`src/rtl/sfifo_pkg.sv`:
```
// Shared definitions for the sfifo_flex family: read-mode codes, sizing
// helpers and the parameter-legality predicate used at elaboration time.
package sfifo_pkg;

  localparam int MODE_REG  = 0;
  localparam int MODE_FWFT = 1;

  function automatic int clog2_int(input int n);
    int r;
    int v;
    r = 0;
    v = 1;
    while (v < n) begin
      v = v * 2;
      r = r + 1;
    end
    return r;
  endfunction

  function automatic int addr_bits(input int depth);
    return clog2_int(depth);
  endfunction

  function automatic int cnt_bits(input int depth);
    return clog2_int(depth + 1);
  endfunction

  // True when the depth, thresholds and read mode form a usable configuration.
  function automatic bit params_legal(input int depth, input int af, input int ae, input int mode);
    return (depth >= 2) && (af >= 1) && (af <= depth) &&
           (ae >= 0) && (ae <= depth - 1) &&
           ((mode == MODE_REG) || (mode == MODE_FWFT));
  endfunction

endpackage

```
`src/rtl/sfifo_ram.sv`:
```
// Simple dual-port storage array: synchronous write, combinational read.
// Contents are deliberately not reset.
module sfifo_ram #(
  parameter int WIDTH = 8,
  parameter int DEPTH = 4,
  parameter int ADDR  = 2
) (
  input  logic             clk,
  input  logic             we,
  input  logic [ADDR-1:0]  waddr,
  input  logic [WIDTH-1:0] wdata,
  input  logic [ADDR-1:0]  raddr,
  output logic [WIDTH-1:0] rdata
);

  logic [WIDTH-1:0] mem_r [DEPTH];

  // Write port
  always_ff @(posedge clk) begin
    if (we) begin
      mem_r[waddr] <= wdata;
    end
  end

  assign rdata = mem_r[raddr];

endmodule

```
`src/rtl/sfifo_flex.sv`:
```
// Single-clock FIFO with arbitrary depth, occupancy count, programmable
// almost thresholds, error pulses and registered or first-word-fall-through read.
module sfifo_flex
  import sfifo_pkg::*;
#(
  parameter int WIDTH     = 8,
  parameter int DEPTH     = 4,
  parameter int ADDR      = addr_bits(DEPTH),
  parameter int CNT_W     = cnt_bits(DEPTH),
  parameter int AF_THRESH = DEPTH - 1,
  parameter int AE_THRESH = 1,
  parameter int MODE      = MODE_REG
) (
  input  logic             clk,
  input  logic             rst,
  input  logic [WIDTH-1:0] din,
  input  logic             wr_en,
  input  logic             r_en,
  output logic [WIDTH-1:0] dout,
  output logic             full,
  output logic             empty,
  output logic             almost_full,
  output logic             almost_empty,
  output logic [CNT_W-1:0] count,
  output logic             overflow,
  output logic             underflow
);

  if (!params_legal(DEPTH, AF_THRESH, AE_THRESH, MODE)) begin : g_bad_params
    $error("sfifo_flex: illegal DEPTH/threshold/MODE combination");
  end

  localparam logic [CNT_W-1:0] DEPTH_C  = CNT_W'(DEPTH);
  localparam logic [CNT_W-1:0] AF_C     = CNT_W'(AF_THRESH);
  localparam logic [CNT_W-1:0] AE_C     = CNT_W'(AE_THRESH);
  localparam logic [ADDR-1:0]  LAST_PTR = ADDR'(DEPTH - 1);

  logic [ADDR-1:0]  wr_ptr_r, rd_ptr_r;
  logic [CNT_W-1:0] count_r, next_count_s;
  logic             full_r, empty_r, af_r, ae_r, ovf_r, udf_r;
  logic             rd_ok_s, wr_ok_s;
  logic [WIDTH-1:0] ram_rdata_s;

  // Explicit wrap so non-power-of-two depths never index past the array.
  function automatic logic [ADDR-1:0] ptr_inc(input logic [ADDR-1:0] p);
    if (p == LAST_PTR) begin
      return {ADDR{1'b0}};
    end else begin
      return p + ADDR'(1'b1);
    end
  endfunction

  // A read frees a slot, so a write into a full FIFO is legal alongside it.
  assign rd_ok_s = r_en & ~empty_r;
  assign wr_ok_s = wr_en & (~full_r | rd_ok_s);

  // Occupancy after the current edge
  always_comb begin
    next_count_s = count_r;
    case ({wr_ok_s, rd_ok_s})
      2'b10:   next_count_s = count_r + CNT_W'(1'b1);
      2'b01:   next_count_s = count_r - CNT_W'(1'b1);
      default: next_count_s = count_r;
    endcase
  end

  // Pointers, count, status flags and error pulses
  always_ff @(posedge clk) begin
    if (!rst) begin
      wr_ptr_r <= {ADDR{1'b0}};
      rd_ptr_r <= {ADDR{1'b0}};
      count_r  <= {CNT_W{1'b0}};
      full_r   <= 1'b0;
      empty_r  <= 1'b1;
      af_r     <= 1'b0;
      ae_r     <= 1'b1;
      ovf_r    <= 1'b0;
      udf_r    <= 1'b0;
    end else begin
      if (wr_ok_s) begin
        wr_ptr_r <= ptr_inc(wr_ptr_r);
      end
      if (rd_ok_s) begin
        rd_ptr_r <= ptr_inc(rd_ptr_r);
      end
      count_r <= next_count_s;
      full_r  <= (next_count_s == DEPTH_C);
      empty_r <= (next_count_s == {CNT_W{1'b0}});
      af_r    <= (next_count_s >= AF_C);
      ae_r    <= (next_count_s <= AE_C);
      ovf_r   <= wr_en & ~wr_ok_s;
      udf_r   <= r_en & empty_r;
    end
  end

  sfifo_ram #(
    .WIDTH (WIDTH),
    .DEPTH (DEPTH),
    .ADDR  (ADDR)
  ) u_ram (
    .clk   (clk),
    .we    (wr_ok_s & rst),
    .waddr (wr_ptr_r),
    .wdata (din),
    .raddr (rd_ptr_r),
    .rdata (ram_rdata_s)
  );

  if (MODE == MODE_FWFT) begin : g_fwft
    assign dout = ram_rdata_s;
  end else begin : g_reg
    logic [WIDTH-1:0] dout_r;

    // Registered read port
    always_ff @(posedge clk) begin
      if (!rst) begin
        dout_r <= {WIDTH{1'b0}};
      end else if (rd_ok_s) begin
        dout_r <= ram_rdata_s;
      end else begin
        dout_r <= dout_r;
      end
    end

    assign dout = dout_r;
  end

  assign count        = count_r;
  assign full         = full_r;
  assign empty        = empty_r;
  assign almost_full  = af_r;
  assign almost_empty = ae_r;
  assign overflow     = ovf_r;
  assign underflow    = udf_r;

endmodule

```
`config.mk`:
```
export PLATFORM = sky130hd
export DESIGN_NAME = sfifo_flex
export DESIGN_NICKNAME = d
export VERILOG_FILES = /design/src/rtl/sfifo_pkg.sv /design/src/rtl/sfifo_ram.sv /design/src/rtl/sfifo_flex.sv
export SDC_FILE = /design/constraint.sdc
export NUM_CORES = 1
export LEC_CHECK = 0
export ABC_AREA = 1
export CORE_AREA = 5 5 71 73
export DETAILED_ROUTE_END_ITERATION = 8
export DIE_AREA = 0 0 76 78
export HOLD_SLACK_MARGIN = 0.06
export PLACE_DENSITY_LB_ADDON = 0.2
export SYNTH_ARGS = -nofsm -noshare
export SYNTH_HDL_FRONTEND = slang
export SYNTH_SLANG_ARGS = --single-unit
```
`constraint.sdc`:
```
create_clock -name clk -period 2.05 [get_ports clk]
set_input_delay 0.41 -clock clk [delete_from_list [all_inputs] [get_ports clk]]
set_output_delay 0.41 -clock clk [all_outputs]
set_load 0.05 [all_outputs]
```
# --- Word level (Yosys, flattened, before mapping) ---
# Memory sizes are Yosys's and may differ from the RTL's. A register that Yosys moved wholly into a read port is not among the register bits.
# Cells that the tools add are included.
classes:
  n_addsub: 4
  n_lt_le_gt_ge: 2
  eq_ne: 5
  mux: 5
  bitwise: 9
  reduce_logical: 2
ops:
  columns: ["operator", "n"]
  rows:
  - ["$eq 2x2->1 const B", 3]
  - ["$pmux 3 s2", 1]
  - ["$and 1x1->1", 5]
  - ["$add 2x1->2 const B", 2]
  - ["$mux 2", 2]
  - ["$add 3x1->3 const B", 1]
  - ["$eq 3x3->1 const B", 1]
  - ["$ge 3x2->1 const B", 1]
  - ["$le 3x1->1 const B", 1]
  - ["$logic_not 3->1", 1]
  - ["$not 1->1", 3]
  - ["$sub 3x1->3 const B", 1]
  - ["$eq 2x1->1 const B", 1]
  - ["$mux 1", 2]
  - ["$logic_not 1->1", 1]
  - ["$or 1x1->1", 1]
totals:
  register_bits: 13
  mem_bits_rw: 32
  input_bits: 12
  word_cells: 37
  n_memories: 1
memory_table:
  columns: ["memory", "words", "word_bits", "rd", "rd_clocked_by_memory_dff", "wr", "line_no", "rtl"]
  rows:
  - ["u_ram.mem_r", 4, 8, 1, 1, 1, "sfifo_ram.sv:16", "logic [WIDTH-1:0] mem_r [DEPTH];"]

# --- Logic depth before layout (Yosys ltp) ---
# Gate-level depths: netlist of the first run.
logic_depth:
  ltp_word: 7
  ltp_mapped: 13
  mapped_depth_nobuf: 13

# --- Cells and area by module ---
# From an unflattened synthesis of the first run, not the netlist that was laid out.
hier_totals:
  cells_unflattened: 238
  hier_area_um2: 2257.2
modules_own_cells:
  columns: ["mod", "n_inst", "cells_each", "area_per_inst_um2", "seq_area_each_um2"]
  rows:
  - ["sfifo_ram", 1, 133, 1387.6, 960.9]
  - ["sfifo_flex", 1, 105, 869.6, 420.4]

# --- Worst setup path before layout of the first run ---
# OpenSTA, ideal clock, no wires.
synth_timing:
  path_type: "register to register"
  start: "register empty_r (netlist: empty)"
  end: "register af_r (netlist: almost_full)"
  setup_time_ns: 0.059
  t_arrival_ns: 2.150
  required_ns: 1.991
  slack_ns: -0.159
  stages_incl_launch_ff: 13
  n_path_buf: 1
  synth_period_minus_slack_ns: 2.209
  cell_sequence: "dfxtp_1 -> inv_1 -> nand2_4 -> inv_4 -> buf_6 -> ha_1 -> inv_1 -> fa_1 -> o21ai_1 -> inv_1 -> nor2_1 -> nand2_1 -> nand2_1"
synth_via:
  elab_chain_cells: 7
  elab_cells_between_ends: 8
synth_rtl:
  columns: ["element", "line_no", "rtl"]
  rows:
  - ["start, declared", "sfifo_flex.sv:40", "logic full_r, empty_r, af_r, ae_r, ovf_r, udf_r;"]
  - ["start signal, assigned", "sfifo_flex.sv:88", "empty_r <= (next_count_s == {CNT_W{1'b0}});"]
  - ["$not 1->1 *", "sfifo_flex.sv:54", "assign rd_ok_s = r_en & ~empty_r;"]
  - ["$and 1x1->1 *", "sfifo_flex.sv:54", null]
  - ["via rd_ok_s", "sfifo_flex.sv:41", "logic rd_ok_s, wr_ok_s;"]
  - ["$or 1x1->1", "sfifo_flex.sv:55", "assign wr_ok_s = wr_en & (~full_r | rd_ok_s);"]
  - ["$and 1x1->1", "sfifo_flex.sv:55", null]
  - ["$eq 2x1->1 or $eq 2x2->1 (tied branches)", "sfifo_flex.sv:60", "case ({wr_ok_s, rd_ok_s})"]
  - ["$pmux 3 s2 *", "sfifo_flex.sv:60", null]
  - ["$ge 3x2->1 *", "sfifo_flex.sv:89", "af_r <= (next_count_s >= AF_C);"]
  - ["end signal, assigned", "sfifo_flex.sv:89", null]
  - ["end, declared", "sfifo_flex.sv:40", null]
# The timed path passes the listed nets; every way through them passes the cells marked *.
# A chain may end at the register's enable or synchronous reset.

# --- Worst setup path after layout of the first run ---
layout_timing:
  start: "register count_r[2] (netlist: count[2])"
  end: "output count[2]"
layout_lines:
  columns: ["element", "line_no", "rtl"]
  rows:
  - ["start, declared", "sfifo_flex.sv:39", "logic [CNT_W-1:0] count_r, next_count_s;"]
  - ["start signal, assigned", "sfifo_flex.sv:72", "count_r <= {CNT_W{1'b0}};"]
  - ["start signal, assigned", "sfifo_flex.sv:86", "count_r <= next_count_s;"]
  - ["end, declared", "sfifo_flex.sv:24", "output logic [CNT_W-1:0] count,"]
# No word-level cell between the ends.

==> results of run 1 <==
-- worst max path at each step --
stage / end / cells past startpoint
final: count[2] / 1
after CTS: almost_full$_SDFF_PN0_ / 12
after global placement: almost_full$_SDFF_PN0_ / 12
after global routing: almost_full$_SDFF_PN0_ / 10
after detailed placement: almost_full$_SDFF_PN0_ / 12
after floorplan: almost_full$_SDFF_PN0_ / 12
-- repair_timing --
action	in CTS	in global routing
setup endpoints to repair	0	6
hold endpoints to repair	0	0
resized for setup	0	3
buffers inserted	0	0
-- routing by layer --
metal	track usage	vias up	wire length [um]
met1	0.161	710	1810
li1	-	827	-
met2	0.241	34	1980
met5	0	-	0
met4	0.0480	0	68
met3	0.0301	9	221
-- metrics by stage --
step	setup WS, ns	hold WS (ns)
after CTS	0.00227	0.465
after floorplan	0.0325	0.499
after global routing	0.0781	0.423
after detailed placement	-0.311	0.450
after global placement	-0.254	0.456
final	0.124	0.391
-- placed cells by master (no fill, tap or decap), drive strengths merged, types with 6 or more instances in the layout --
cell type      count
nor2              64
clkdlybuf4s50     27
buf               14
dfxtp             21
ha                 6
nand2             39
edfxtp            32
inv               38
o21ai             13
nand3             12
clkbuf             6
-- report_power, final --
group | switching, mW | internal (mW) | total, mW
logic | 0.731 | 0.405 | 1.14
registers | 0.0852 | 1.26 | 1.35
clock network | 0.337 | 0.241 | 0.578
total | 1.15 | 1.91 | 3.06
-- cell type report --
type,instances,area share
flip-flops and latches,53,0.506
multi-input cells,140,0.243
repair buffers,42,0.142
inverters,38,0.0531
clock buffers,6,0.0266
well taps,52,0.0238
clock inverters,2,0.00549
-- cell families (layout without fill, tap and decap cells) --
logic type,count (synthesis),after routing,synth area share
AND/OR/NAND/NOR,117,117,0.213
flip-flops,53,53,0.613
buffers and inverters,45,88,0.0949
AO/OA/AOI/OAI,15,15,0.0333
adder cells (fa/ha/maj),7,7,0.0422
XOR/XNOR,1,1,0.00389
-- registers in the layout, indices dropped and copies added, names as in the netlist --
signal        flops
u_ram.mem_r      32
dout              8
count             3
rd_ptr_r          2
wr_ptr_r          2
almost_empty      1
almost_full       1
empty             1
full              1
overflow          1
underflow         1
==> summary.md, run 1 <==
| Metric | Value |
|---|---|
| First-pass DRT Iterations | `4` |
| Yosys reg bits | `53` |
| Final ANT Viol Nets | `0` |
| First-pass GRT wire length | `roughly 6400 um` |
| Sequential Area | `1380 sq um` |
| Gr ovfl total | `0` |
| Status | `finished clean` |
| Vert. Die Dim | `slightly below 80 um` |
| Max cap viols | `0` |
| Min Tclk post-route | `roughly 1.9 ns` |
| Core footprint | `4290 sq um` |
| Top-area cell type share of the netlist area | `0.426` |
| Syn Area/Cell | `roughly 9.5 sq um` |
| ANT cells | `0` |
| Final instance area | `2730 sq um` |
| Critical R2R Capture | `almost_full$_SDFF_PN0_` |
| Ports | `29` |
| Post-synthesis cell type count | `22` |
| Arr. time, crit path | `1.52 ns` |
| CTS tree | `built` |
| Final Routed Wirelength | `~4100 um` |
| Post-Layout Cell Count | `~330` |
| Area leader, netlist | `edfxtp_1` |
| Lkg Pwr | `1.17 nW` |
| Slowest CP cell | `clkdlybuf4s50_1` |
| Post-CTS Hold Fix Bufs | `0` |
| Final Max Slew Viols | `0` |
| WS Path Type | `flip-flop to output pin` |
| PD cells | `between 1000 and 1500 nW/um^2` |
| Post-Synthesis Cells | `~240` |
| Die X | `76 um` |
| Worst Path Max Fanout | `4` |
| Nets | `approximately 300` |
| Crit. Startpoint | `count[2]$_SDFF_PN0_` |
| Clock buffer count from CTS | `5` |
| Total Power | `3.06 mW` |
| Cells after DPL | `~330` |
| Row cnt | `24` |
| # H-tree levels | `2` |
| Layout cells sized above 1 | `0.117` |
| Relative slew slack | `0.664` |
| Slowest stage delay, CP | `roughly 0.82 ns` |
| Die area | `slightly below 6000 sq um` |
| GRT Overall Usage | `0.136` |
| R2R Setup Slk | `0.25 ns` |
| Sum Neg Setup Slack | `0 ns` |
| Fin crit share | `0.940` |
| Worst path bufs/invs | `1` |
| Top cells by area, synth | `edfxtp_1 (43%), dfxtp_1 (19%), nor2_1 (10%)` |
| Dpl hpwl | `between 2000 and 3000 um` |
| Yosys Warn Count | `0` |
| Syn Nets | `about 260` |
| Final setup viols | `0` |
| Initial antenna violation count | `0` |
| CP delay by family, top | `buffers and inverters` |
| Worst-Margin Slew | `between 0.5 and 0.6 ns` |
| Root Buffer | `clkbuf_8` |
| Fmax | `slightly above 500 MHz` |
| Initial Util | `0.525` |
| Initial drt markers | `57` |
| Top FF cell, synth | `edfxtp_1` |
| Endpoints failing hold | `0` |
| Gp weighted congestion | `~0.8` |
| Most numerous cell in the Yosys netlist | `nor2_1` |
| Largest net degree at the start of global routing | `21` |
| Port-buffer cells | `28` |
| Clock tree buffer depth | `2` |
| Clock latency on the worst-skew pair | `about 0.30 ns` |
| Min-Delay Path Depth | `3` |
| Hold path start | `r_en` |
| Multi-input logic area | `around 660 sq um` |
| Seq/Total Area, Yosys | `0.613` |
| Post-Syn Area | `around 2300 sq um` |
| DP Area | `around 2600 sq um` |
| Filler Cells Inserted | `364` |
| Hold WC Path Type | `input port to flip-flop` |
| Vias | `1580` |
| Asr flop ratio synth | `0` |
| Cell depth of the worst flop-to-flop path | `12` |
| Maximum VDD drop | `~0.54 mV` |
| WP data required | `1.64 ns` |
| TritonCTS sink count | `53` |
| Post-synth top cells | `nor2_1 (61), nand2_1 (36), inv_1 (35)` |
| Vias per cell | `4.74` |
| Worst-path clk slew | `roughly 0.10 ns` |
| Critical-path cell list | `clkdlybuf4s50_1` |
| Crit start category | `flip-flop` |
| RSZ-0062 raised after global routing | `false` |
| Fin util | `0.636` |
| Drt wl/cell | `between 10 and 15 um` |
| Number of global-route vias before repair | `1401` |
| Post-synth EDFFs | `32` |
| Hold Crit Endpoint | `underflow$_SDFF_PN0_` |
| Crit. End Element | `output pin` |
| Synth-to-Final Area Change | `21.3%` |
| Max Clock Skew | `approximately 0.0092 ns` |
| DRC Markers | `0` |
| Critical R2R Launch | `empty$_SDFF_PN1_` |
(Power assumes the default switching activity.)
==> inputs of run 2 (changes only) <==
CORE_AREA = 2 2 68 70   (was 5 5 71 73)
DIE_AREA = 0 0 70 72   (was 0 0 76 78)
HOLD_SLACK_MARGIN = 0.08   (was 0.06)
==> summary.md, run 2 (synthesis results as in run 1) <==
| Metric | Value |
|---|---|
| Clock buffer count from CTS | `5 (unchanged)` |
| Worst Path Max Fanout | `2 (-2)` |
| GRT Overall Usage | `0.165 (+0.0289)` |
| Most frequent cells in the layout | `nor2_1 (61), nand2_1 (36), inv_1 (35), edfxtp_1 (32), clkdlybuf4s50_1 (27)` |
| WS Path Type | `flip-flop to output pin` |
| Synth-to-Final Area Change | `21.4%` |
| Vert. Die Dim | `72 um (-7.7%)` |
| Crit. End Element | `output pin` |
| Biggest register | `u_ram.mem_r` |
| Core footprint | `4260 sq um (-0.70%)` |
| Slowest stage delay, CP | `0.82 ns (about the same)` |
| Status | `finished clean` |
| Crit start category | `flip-flop` |
| Fin util | `0.642 (+0.00536)` |
| Die area | `5040 sq um (-15%)` |
| Final setup viols | `0 (unchanged)` |
| Vias | `1559 (-1.3%)` |
| # H-tree levels | `2 (unchanged)` |
| Fmax | `523 MHz (+0.67%)` |
| Max Clock Skew | `0.00853 ns (-0.000708 ns)` |
| Dpl hpwl | `2670 um (-6.2%)` |
| Largest net degree at the start of global routing | `19 (-9.5%)` |
| Critical-path cell list | `clkdlybuf4s50_1` |
| Gr ovfl total | `0 (unchanged)` |
| Cells after DPL | `326 (+0.31%)` |
| Final Max Slew Viols | `0 (unchanged)` |
| TritonCTS sink count | `53 (unchanged)` |
| RSZ-0062 raised after global routing | `false` |
| Port-buffer cells | `28 (unchanged)` |
| Worst-Margin Slew | `0.612 ns (+0.110 ns)` |
| Final Routed Wirelength | `3710 um (-9.3%)` |
| Arr. time, crit path | `1.50 ns (-0.02 ns)` |
| CP delay by family, top | `buffers and inverters` |
| First-pass GRT wire length | `6350 um (-1.3%)` |
| Maximum VDD drop | `0.559 mV (+4.0%)` |
| Initial drt markers | `93 (+63%)` |
| Relative slew slack | `0.591 (-0.0726)` |
| Worst-path clk slew | `0.09 ns (about the same)` |
| Lkg Pwr | `1.18 nW (+0.93%)` |
| Clock tree buffer depth | `2 (unchanged)` |
| Root Buffer | `clkbuf_8` |
| Final ANT Viol Nets | `0 (unchanged)` |
| Post-Layout Cell Count | `334 (+0.30%)` |
| Clock latency on the worst-skew pair | `0.30 ns (about the same)` |
| Post-route worst setup slack | `0.137 ns (+0.0129 ns)` |
| Max cap viols | `0 (unchanged)` |
| Multi-input logic area | `662 sq um (-0.38%)` |
| PD cells | `1100 nW/um^2 (-1.4%)` |
| Drt wl/cell | `11.1 um (-9.5%)` |
| Row cnt | `24 (unchanged)` |
| WP data required | `1.64 ns (about the same)` |
| ANT cells | `0 (unchanged)` |
| Hold WC Path Type | `input port to flip-flop` |
| Final instance area | `2740 sq um (+0.14%)` |
| Initial Util | `0.528 (+0.00370)` |
| Fin crit share | `0.933 (-0.00630)` |
| Ports | `29 (unchanged)` |
| Min Tclk post-route | `1.91 ns (-0.0129 ns)` |
| CTS tree | `built` |
| Sum Neg Setup Slack | `0 ns (unchanged)` |
| Sequential Area | `1380 sq um (unchanged)` |
| Number of global-route vias before repair | `1392 (-0.64%)` |
| Initial antenna violation count | `0 (unchanged)` |
| DRC Markers | `0 (unchanged)` |
| Placement Setup Slack | `-0.304 ns (+0.00637 ns)` |
| Vias per cell | `4.67 (-1.6%)` |
| DP Area | `2640 sq um (+0.28%)` |
| Post-CTS Hold Fix Bufs | `0 (unchanged)` |
| Endpoints failing hold | `0 (unchanged)` |
| Die X | `70 um (-7.9%)` |
| Number of flip-flops in the largest register | `32 (unchanged)` |
| Nets | `300 (+0.33%)` |
| Gp weighted congestion | `0.766 (-6.5%)` |
| Worst path bufs/invs | `1 (unchanged)` |
| Most common cell after layout, fill and taps aside | `nor2_1` |
| Slowest CP cell | `clkdlybuf4s50_1` |
| R2R Setup Slk | `0.25 ns (about the same)` |
| First-pass DRT Iterations | `4 (unchanged)` |
| Filler Cells Inserted | `358 (-1.6%)` |
| Layout cells sized above 1 | `0.117 (-0.000416)` |
-- run 2: metrics by stage --
stage,hold slack [ns],power (mW)
2_1_floorplan,0.499,2.16
3_3_place_gp,0.449,2.47
3_5_place_dp,0.462,2.49
4_1_cts,0.478,3.04
5_1_grt,0.409,3.22
6_report,0.406,3.02
-- run 2: cell type report --
class,instances,share of cell area
flip-flops and latches,53,0.505
clock inverters,3,0.00640
well taps,52,0.0238
inverters,38,0.0530
multi-input cells,140,0.242
clock buffers,5,0.0251
repair buffers,43,0.144
-- run 2: worst paths after layout --
path / to / startpoint / depth (start not counted)
setup / recovery: full / full$_SDFF_PN0_ / 1
setup reg to reg: almost_full$_SDFF_PN0_ / empty$_SDFF_PN1_ / 12
hold reg to reg: underflow$_SDFF_PN0_ / empty$_SDFF_PN1_ / 2
hold / removal: underflow$_SDFF_PN0_ / r_en / 3
-- run 2: repair_timing --
item | 4_1_cts | 5_1_grt
resized for setup | 0 | 2
buffers inserted | 0 | 0
endpoints found under the setup margin | 0 | 6
-- run 2: power by group --
group	total, mW	switching (mW)	internal (mW)
Combinational	1.11	0.705	0.409
Clock	0.549	0.314	0.235
Sequential	1.36	0.0985	1.26
-- run 2: layer usage --
layer | wire [um] | track usage
met5 | 0 | 0
met4 | 68 | 0.0705
met3 | 130 | 0.0361
met2 | 1770 | 0.263
met1 | 1740 | 0.220
